<file path="config.mk">
export PLATFORM = sky130hd
export DESIGN_NAME = dcache_line_mover
export DESIGN_NICKNAME = d
export VERILOG_FILES = /design/src/rtl/dcache_line_mover.sv
export SDC_FILE = /design/constraint.sdc
export NUM_CORES = 1
export LEC_CHECK = 0
export BUFFER_PORTS_ARGS = -buffer_cell sky130_fd_sc_hd__buf_2
export CAP_MARGIN = 20
export CORE_MARGIN = 2
export CORE_UTILIZATION = 37
export CTS_CLUSTER_SIZE = 25
export DETAILED_ROUTE_END_ITERATION = 10
export HOLD_SLACK_MARGIN = 0.15
export PLACE_DENSITY = 0.81
export SLEW_MARGIN = 0
export SYNTH_ARGS = -nofsm -noshare
export SYNTH_HDL_FRONTEND = slang
export SYNTH_SLANG_ARGS = --single-unit
</file>
<file path="constraint.sdc">
create_clock -name clk -period 2 [get_ports clk]
set_input_delay 0.1 -clock clk [delete_from_list [all_inputs] [get_ports clk]]
set_output_delay 0.1 -clock clk [all_outputs]
set_load 0.01 [all_outputs]
</file>
<file path="src/rtl/dcache_line_mover.sv">
// Moves one aligned cache line between the D-cache and the data RAM: refill streams RAM words out on rd_*,
// writeback pulls words in via wr_idx/wr_word. N+1 busy cycles per line; requests are only taken when idle.
module dcache_line_mover #(
   parameter int LINE_WORDS = 8,
   parameter int MEM_AW     = 12
) (
   input  logic                          clk,
   input  logic                          rst_n,
   input  logic                          req_valid,
   output logic                          req_ready,
   input  logic                          req_write,
   input  logic [29:0]                   req_addr,
   output logic [$clog2(LINE_WORDS)-1:0] wr_idx,
   input  logic [31:0]                   wr_word,
   output logic                          rd_valid,
   output logic [$clog2(LINE_WORDS)-1:0] rd_idx,
   output logic [31:0]                   rd_word,
   output logic                          done,
   output logic                          err,
   output logic [29:0]                   mem_addr,
   output logic [3:0]                    mem_write_en,
   output logic [31:0]                   mem_in_data,
   input  logic [31:0]                   mem_out_data
);

   localparam int IW = $clog2(LINE_WORDS);
   localparam logic [29:0] LINE_MASK = 30'(LINE_WORDS - 1);
   localparam logic [IW-1:0] LAST_IDX = IW'(LINE_WORDS - 1);

   typedef enum logic [1:0] {S_IDLE, S_READ, S_WRITE, S_DONE} state_e;

   state_e          state_q, state_d;
   logic [29:0]     base_q, base_d;
   logic [IW-1:0]   cnt_q, cnt_d;
   logic            last_rd_q, last_rd_d;
   logic            err_q, err_d;
   logic [29:0]     word_addr;

   // Base is line-aligned, so OR-ing the index in can never carry out of the line.
   assign word_addr = base_q | {{(30-IW){1'b0}}, cnt_q};
   assign rd_word   = mem_out_data;

   always_ff @(posedge clk) begin
      if (!rst_n) begin
         state_q   <= S_IDLE;
         base_q    <= '0;
         cnt_q     <= '0;
         last_rd_q <= 1'b0;
         err_q     <= 1'b0;
      end else begin
         state_q   <= state_d;
         base_q    <= base_d;
         cnt_q     <= cnt_d;
         last_rd_q <= last_rd_d;
         err_q     <= err_d;
      end
   end

   always_comb begin
      state_d   = state_q;
      base_d    = base_q;
      cnt_d     = cnt_q;
      last_rd_d = last_rd_q;
      err_d     = err_q;
      case (state_q)
         S_IDLE: begin
            if (req_valid) begin
               base_d = req_addr & ~LINE_MASK;
               cnt_d  = '0;
               if ((req_addr >> MEM_AW) != 30'd0) begin
                  state_d = S_DONE;
                  err_d   = 1'b1;
               end else begin
                  state_d = req_write ? S_WRITE : S_READ;
               end
            end
         end
         S_READ: begin
            cnt_d = cnt_q + IW'(1);
            if (cnt_q == LAST_IDX) begin
               state_d   = S_DONE;
               last_rd_d = 1'b1;
            end
         end
         S_WRITE: begin
            cnt_d = cnt_q + IW'(1);
            if (cnt_q == LAST_IDX) begin
               state_d = S_DONE;
            end
         end
         default: begin
            state_d   = S_IDLE;
            last_rd_d = 1'b0;
            err_d     = 1'b0;
         end
      endcase
   end

   always_comb begin
      req_ready    = 1'b0;
      done         = 1'b0;
      err          = 1'b0;
      rd_valid     = 1'b0;
      rd_idx       = '0;
      mem_addr     = '0;
      mem_write_en = 4'h0;
      mem_in_data  = '0;
      wr_idx       = '0;
      case (state_q)
         S_IDLE: req_ready = 1'b1;
         S_READ: begin
            mem_addr = word_addr;
            // RAM data lags the address by one cycle, so the index trails cnt.
            rd_valid = (cnt_q != '0);
            rd_idx   = cnt_q - IW'(1);
         end
         S_WRITE: begin
            mem_addr     = word_addr;
            mem_write_en = 4'hF;
            wr_idx       = cnt_q;
            mem_in_data  = wr_word;
         end
         default: begin
            done     = 1'b1;
            err      = err_q;
            rd_valid = last_rd_q;
            rd_idx   = last_rd_q ? LAST_IDX : '0;
         end
      endcase
   end

endmodule
</file>
# Word level (Yosys, flattened, before mapping)
# Cells that the tools add are included.
[word_totals]
romBits = 0
register_bits = 34
mem_bits_rw = 0
latch_bits = 0
out_inout_bits = 108
mem_count = 0
wordCells = 51
[op_classes]
div_mod_pow = 0
n_eq_ne = 7
bitwise_logic = 3
add_sub_neg = 2
reduce_logical = 12
muxes = 22
n_lt_le_gt_ge = 0
multipliers = 0
n_shift = 0
[op_table]
columns = ["op", "n"]
rows = [
  ["$mux W32", 1],
  ["$mux W30", 1],
  ["$or A30 B3 Y30", 1],
  ["$reduce_bool A30 Y1", 1],
  ["$pmux W3 S2", 2],
  ["$mux W3", 3],
  ["$mux W2", 4],
  ["$reduce_and A2 Y1", 4],
  ["$mux W1", 6],
  ["$ne A2 B2 Y1 const B", 3],
  ["$pmux W1 S2", 3],
  ["$mux W4", 1],
  ["$pmux W2 S2", 1],
  ["$reduce_or A2 Y1", 2],
  ["$add A3 B1 Y3 const B", 1],
  ["$eq A3 B3 Y1 const B", 1],
  ["$reduce_and A3 Y1", 1],
  ["$reduce_bool A3 Y1", 1],
  ["$reduce_or A3 Y1", 1],
  ["$sub A3 B1 Y3 const B", 1],
  ["$eq A2 B1 Y1 const B", 1],
  ["$eq A2 B2 Y1 const B", 1],
  ["$logic_not A2 Y1", 1],
  ["$ne A2 B1 Y1 const B", 1],
  ["2 further kinds", 3],
]

# Longest topological paths before layout
[logic_depth]
word_depth = 4
ltp_mapped = 7
depth_no_buf = 6

# Least setup slack after synthesis
# OpenSTA, ideal clock, no wires.
[synth_timing]
path_type = "flip-flop to flip-flop"
startpoint = "register state_q[0]"
endpoint = "register state_q[0]"
setup_ns = 0.075
required_ns = 1.925
arrival_time_ns = 1.456
path_stages_with_launch = 7
slack_ns = 0.470
path_cell_list = "dfxtp_1 -> inv_1 -> ha_1 -> nor2b_4 -> o21bai_1 -> or3_1 -> o22ai_1"
[synth_between]
elab_chain_cells = 4
[synth_rtl]
columns = ["element", "line_no", "source"]
rows = [
  ["from (decl)", "32", "state_e state_q, state_d;"],
  ["from (signal assigned)", "51", "state_q <= state_d;"],
  ["$eq A2 B2 Y1 / $eq A2 B1 Y1 (equally long branches)", "65", "case (state_q)"],
  ["$reduce_or A2 Y1 (no source line)", "--", ""],
  ["$ne A2 B1 Y1 (no source line)", "--", ""],
  ["$reduce_and A2 Y1 (no source line)", "--", ""],
]
# Several ways; a longest one is shown, not always the timed one.
# A chain may end at the register's enable or synchronous reset.

# Final worst setup path
[layout_timing]
startpoint = "register state_q[0]"
endpoint = "output mem_addr[22]"
[layout_between]
elab_chain_cells = 3
[layout_rtl]
columns = ["element", "line_no", "source"]
rows = [
  ["$eq A2 B2 Y1 / $eq A2 B1 Y1 (equally long branches)", "109", "case (state_q)"],
  ["$reduce_or A2 Y1 (no source line) *", "--", ""],
  ["$mux W30 *", "109", ""],
  ["to (decl)", "20", "output logic [29:0] mem_addr,"],
]
# Mark *: on every way between the ends. The rest lies on a longest branch, timed or not.

==> metrics.md <==
| Metric | Value |
|---|---|
| Outcome | `completed` |
| Mapped Area | `0.00219 sq mm` |
| Post-synthesis sequential area ratio | `31.1%` |
| Power per cell area | `902 mW/mm^2` |
| Final Cell Area | `slightly above 0.003 sq mm` |
| Netlist cell types | `23` |
| Syn-to-layout area delta | `40.4%` |
| Num CTS Buffers | `5` |
| Clock sink count | `34` |
| Syn Area/Cell | `7.60 sq um` |
| Worst clock skew | `0.00199 ns` |
| Setup TNS | `0 ns` |
| CTS tree | `yes` |
| Crit start category | `flip-flop` |
| Slew @ Worst Pin | `0.368 ns` |
| Synth area leader | `dfxtp_1` |
| H-tree levels | `2` |
| Final Setup Violations | `0` |
| Floorplan die width | `80.9 um` |
| Clock Latency Late Sink | `0.28 ns` |
| Root buf cell | `clkbuf_8` |
| TritonRoute pass-1 iters | `4` |
| Clock Pin Slew Worst Setup and Hold Paths | `0.07 ns` |
| Fin. max-slew vios | `0` |
| Starting Density | `37.7%` |
| Initial antenna violation count | `0` |
| Hold Fails Final Rpt | `0` |
| Post-route total power | `about 2.8 mW` |
| VDD IR-drop max | `0.474 mV` |
| Total track usage | `a little over a fifth` |
| Antenna diode count | `0` |
| Routability cong. | `0.825` |
| CP required | `1.90 ns` |
| # IOs | `206` |
| Layout cell share with drive strength beyond 1 | `a little over a third` |
| Die footprint | `0.00655 sq mm` |
| MaxCap Viol Count | `0` |
| Hold crit path type | `input port to flip-flop` |
| Period utilization | `91.9%` |
| Largest net degree at the start of global routing | `30` |
| Die Y | `80.9 um` |
| Port Buffers | `138` |
| Antenna-violating nets left | `0` |
| First-pass GRT wire length | `10400 um` |
| WL/cell | `14.5 um` |
| Vias | `around 2400` |
| Starting DRT DRC Count | `75` |
| Worst Path Max Fanout | `29` |
| Max frequency | `between 500 and 600 MHz` |
| Crit Path Category | `flip-flop to output port` |
| Setup crit end kind | `output port` |
| Vias in the first global route | `2169` |
| Tmin final | `1.84 ns` |
| CORE AREA | `0.00582 sq mm` |
| Clock buffer depth | `2` |
| Placed Area | `between 0.002 and 0.003 sq mm` |
| Placed Instances | `458` |
| Via density | `about 4.8` |
| Gr ovfl total | `0` |
| Final Non-Filler Cells | `about 490` |
| #FFs+latches synth | `34` |
| Yosys warns | `0` |
| DRC errors left | `0` |
| Unrepaired setup endpoints after global routing | `no` |
| Synth area leaders | `dfxtp_1, and2_1, buf_4` |
| Routed wire length | `7180 um` |
| DP HPWL | `around 5200 um` |
| Mapped Nets | `394` |
| Critical path data arrival time | `1.74 ns` |
| Relative slew slack | `between 70% and 80%` |
| Gate Count Post-Synth | `288` |
| Std cell rows | `28` |
| Nets | `524` |
| Static Leak | `1.59 nW` |
| Synth top area share | `a little under a third` |
through the flow:
stage	worst slack, ns	utilization (%)	hold WS, ns
floorplan	0.470	-	0.245
global placement	0.391	46.4	0.200
detailed placement	0.339	46.4	0.200
CTS	0.128	52.8	0.183
global route	0.0440	52.9	0.200
finish	0.161	52.9	0.187
cell type report:
| type | instances | area, sq um |
|---|---|---|
| tap | 75 | 93.8 |
| clock inverter | 1 | 5.00 |
| multi-input combinational | 198 | 1160 |
| fill | 546 | 2740 |
| clock buffer | 7 | 86.3 |
| timing repair buffer | 173 | 1030 |
| sequential | 34 | 681 |
| inverter | 6 | 22.5 |
path summary, 6_finish.rpt:
check,start,depth (start not counted),to,slack (ns)
setup / recovery,state_q[0],5,mem_addr[22],0.16
hold reg to reg,base_q[3],2,base_q[3],0.46
setup reg to reg,state_q[0],6,state_q[1],0.30
hold / removal,req_valid,3,err_q,0.19
power breakdown:
| group | total (mW) | switching [mW] | internal [mW] |
|---|---|---|---|
| clock | 0.520 | 0.242 | 0.278 |
| combinational | 1.39 | 0.807 | 0.586 |
| sequential | 0.860 | 0.0655 | 0.795 |
state kept, by name, summed over array words and instances (netlist names):
signal / count
base_q: 27
cnt_q: 3
err_q: 1
last_rd_q: 1
state_q: 2
synth_stat cells:
master / count
and2_1: 65
nand2_1: 58
buf_4: 37
dfxtp_1: 34
a21boi_0: 30
clkbuf_1: 12
ha_1: 8
o21ai_0: 8
inv_1: 6
nor2_1: 6
nor4_1: 6
nand3_1: 4
a21oi_1: 2
nor3_1: 2
o22ai_1: 2
buf_2: 1
nand2b_1: 1
nor2b_1: 1
nor2b_4: 1
o21bai_1: 1
o31ai_1: 1
or3_1: 1
xnor2_1: 1
routing by layer:
layer	vias up	track usage, %	share of wire (%)
met2	121	39.0	52
met5	-	0	0
met1	1093	23.1	39
met3	14	5.78	7.3
met4	0	6.61	1.7
li1	1140	-	-
placed cells by master (no fill, tap or decap), types with 4 or more instances in the layout:
master / count
a21boi_0: 30
and2_1: 65
buf_2: 138
buf_4: 6
clkbuf_8: 6
dfxtp_1: 34
dlygate4sd3_1: 28
ha_1: 8
inv_1: 6
nand2_1: 58
nand3_1: 4
nor2_1: 6
nor4_1: 6
o21ai_0: 8
kinds of logic (layout without fill, tap and decap cells):
kind of cell	count (synthesis)	after routing	synth area share [%]
adder cells (fa/ha/maj)	8	8	4.57
AND/OR/NAND/NOR	145	145	34.1
AO/OA/AOI/OAI	44	44	13.8
buffers and inverters	56	187	16.0
XOR/XNOR	1	1	0.400
flip-flops	34	34	31.1
repair_timing:
| action | CTS | global route |
|---|---|---|
| endpoints found under the setup margin | 0 | 8 |
| hold buffers | 28 | 0 |
| hold endpoints to repair | 29 | 0 |
| resized for setup | 0 | 1 |
| buffers inserted | 0 | 0 |
critical path: stages (launching register included):
cell     delay, ns
dfxtp_1       0.36
inv_1         0.09
ha_1          0.42
buf_6         0.24
and2_1        0.18
buf_2         0.15
No activity file was read; power rests on OpenSTA's default activity.
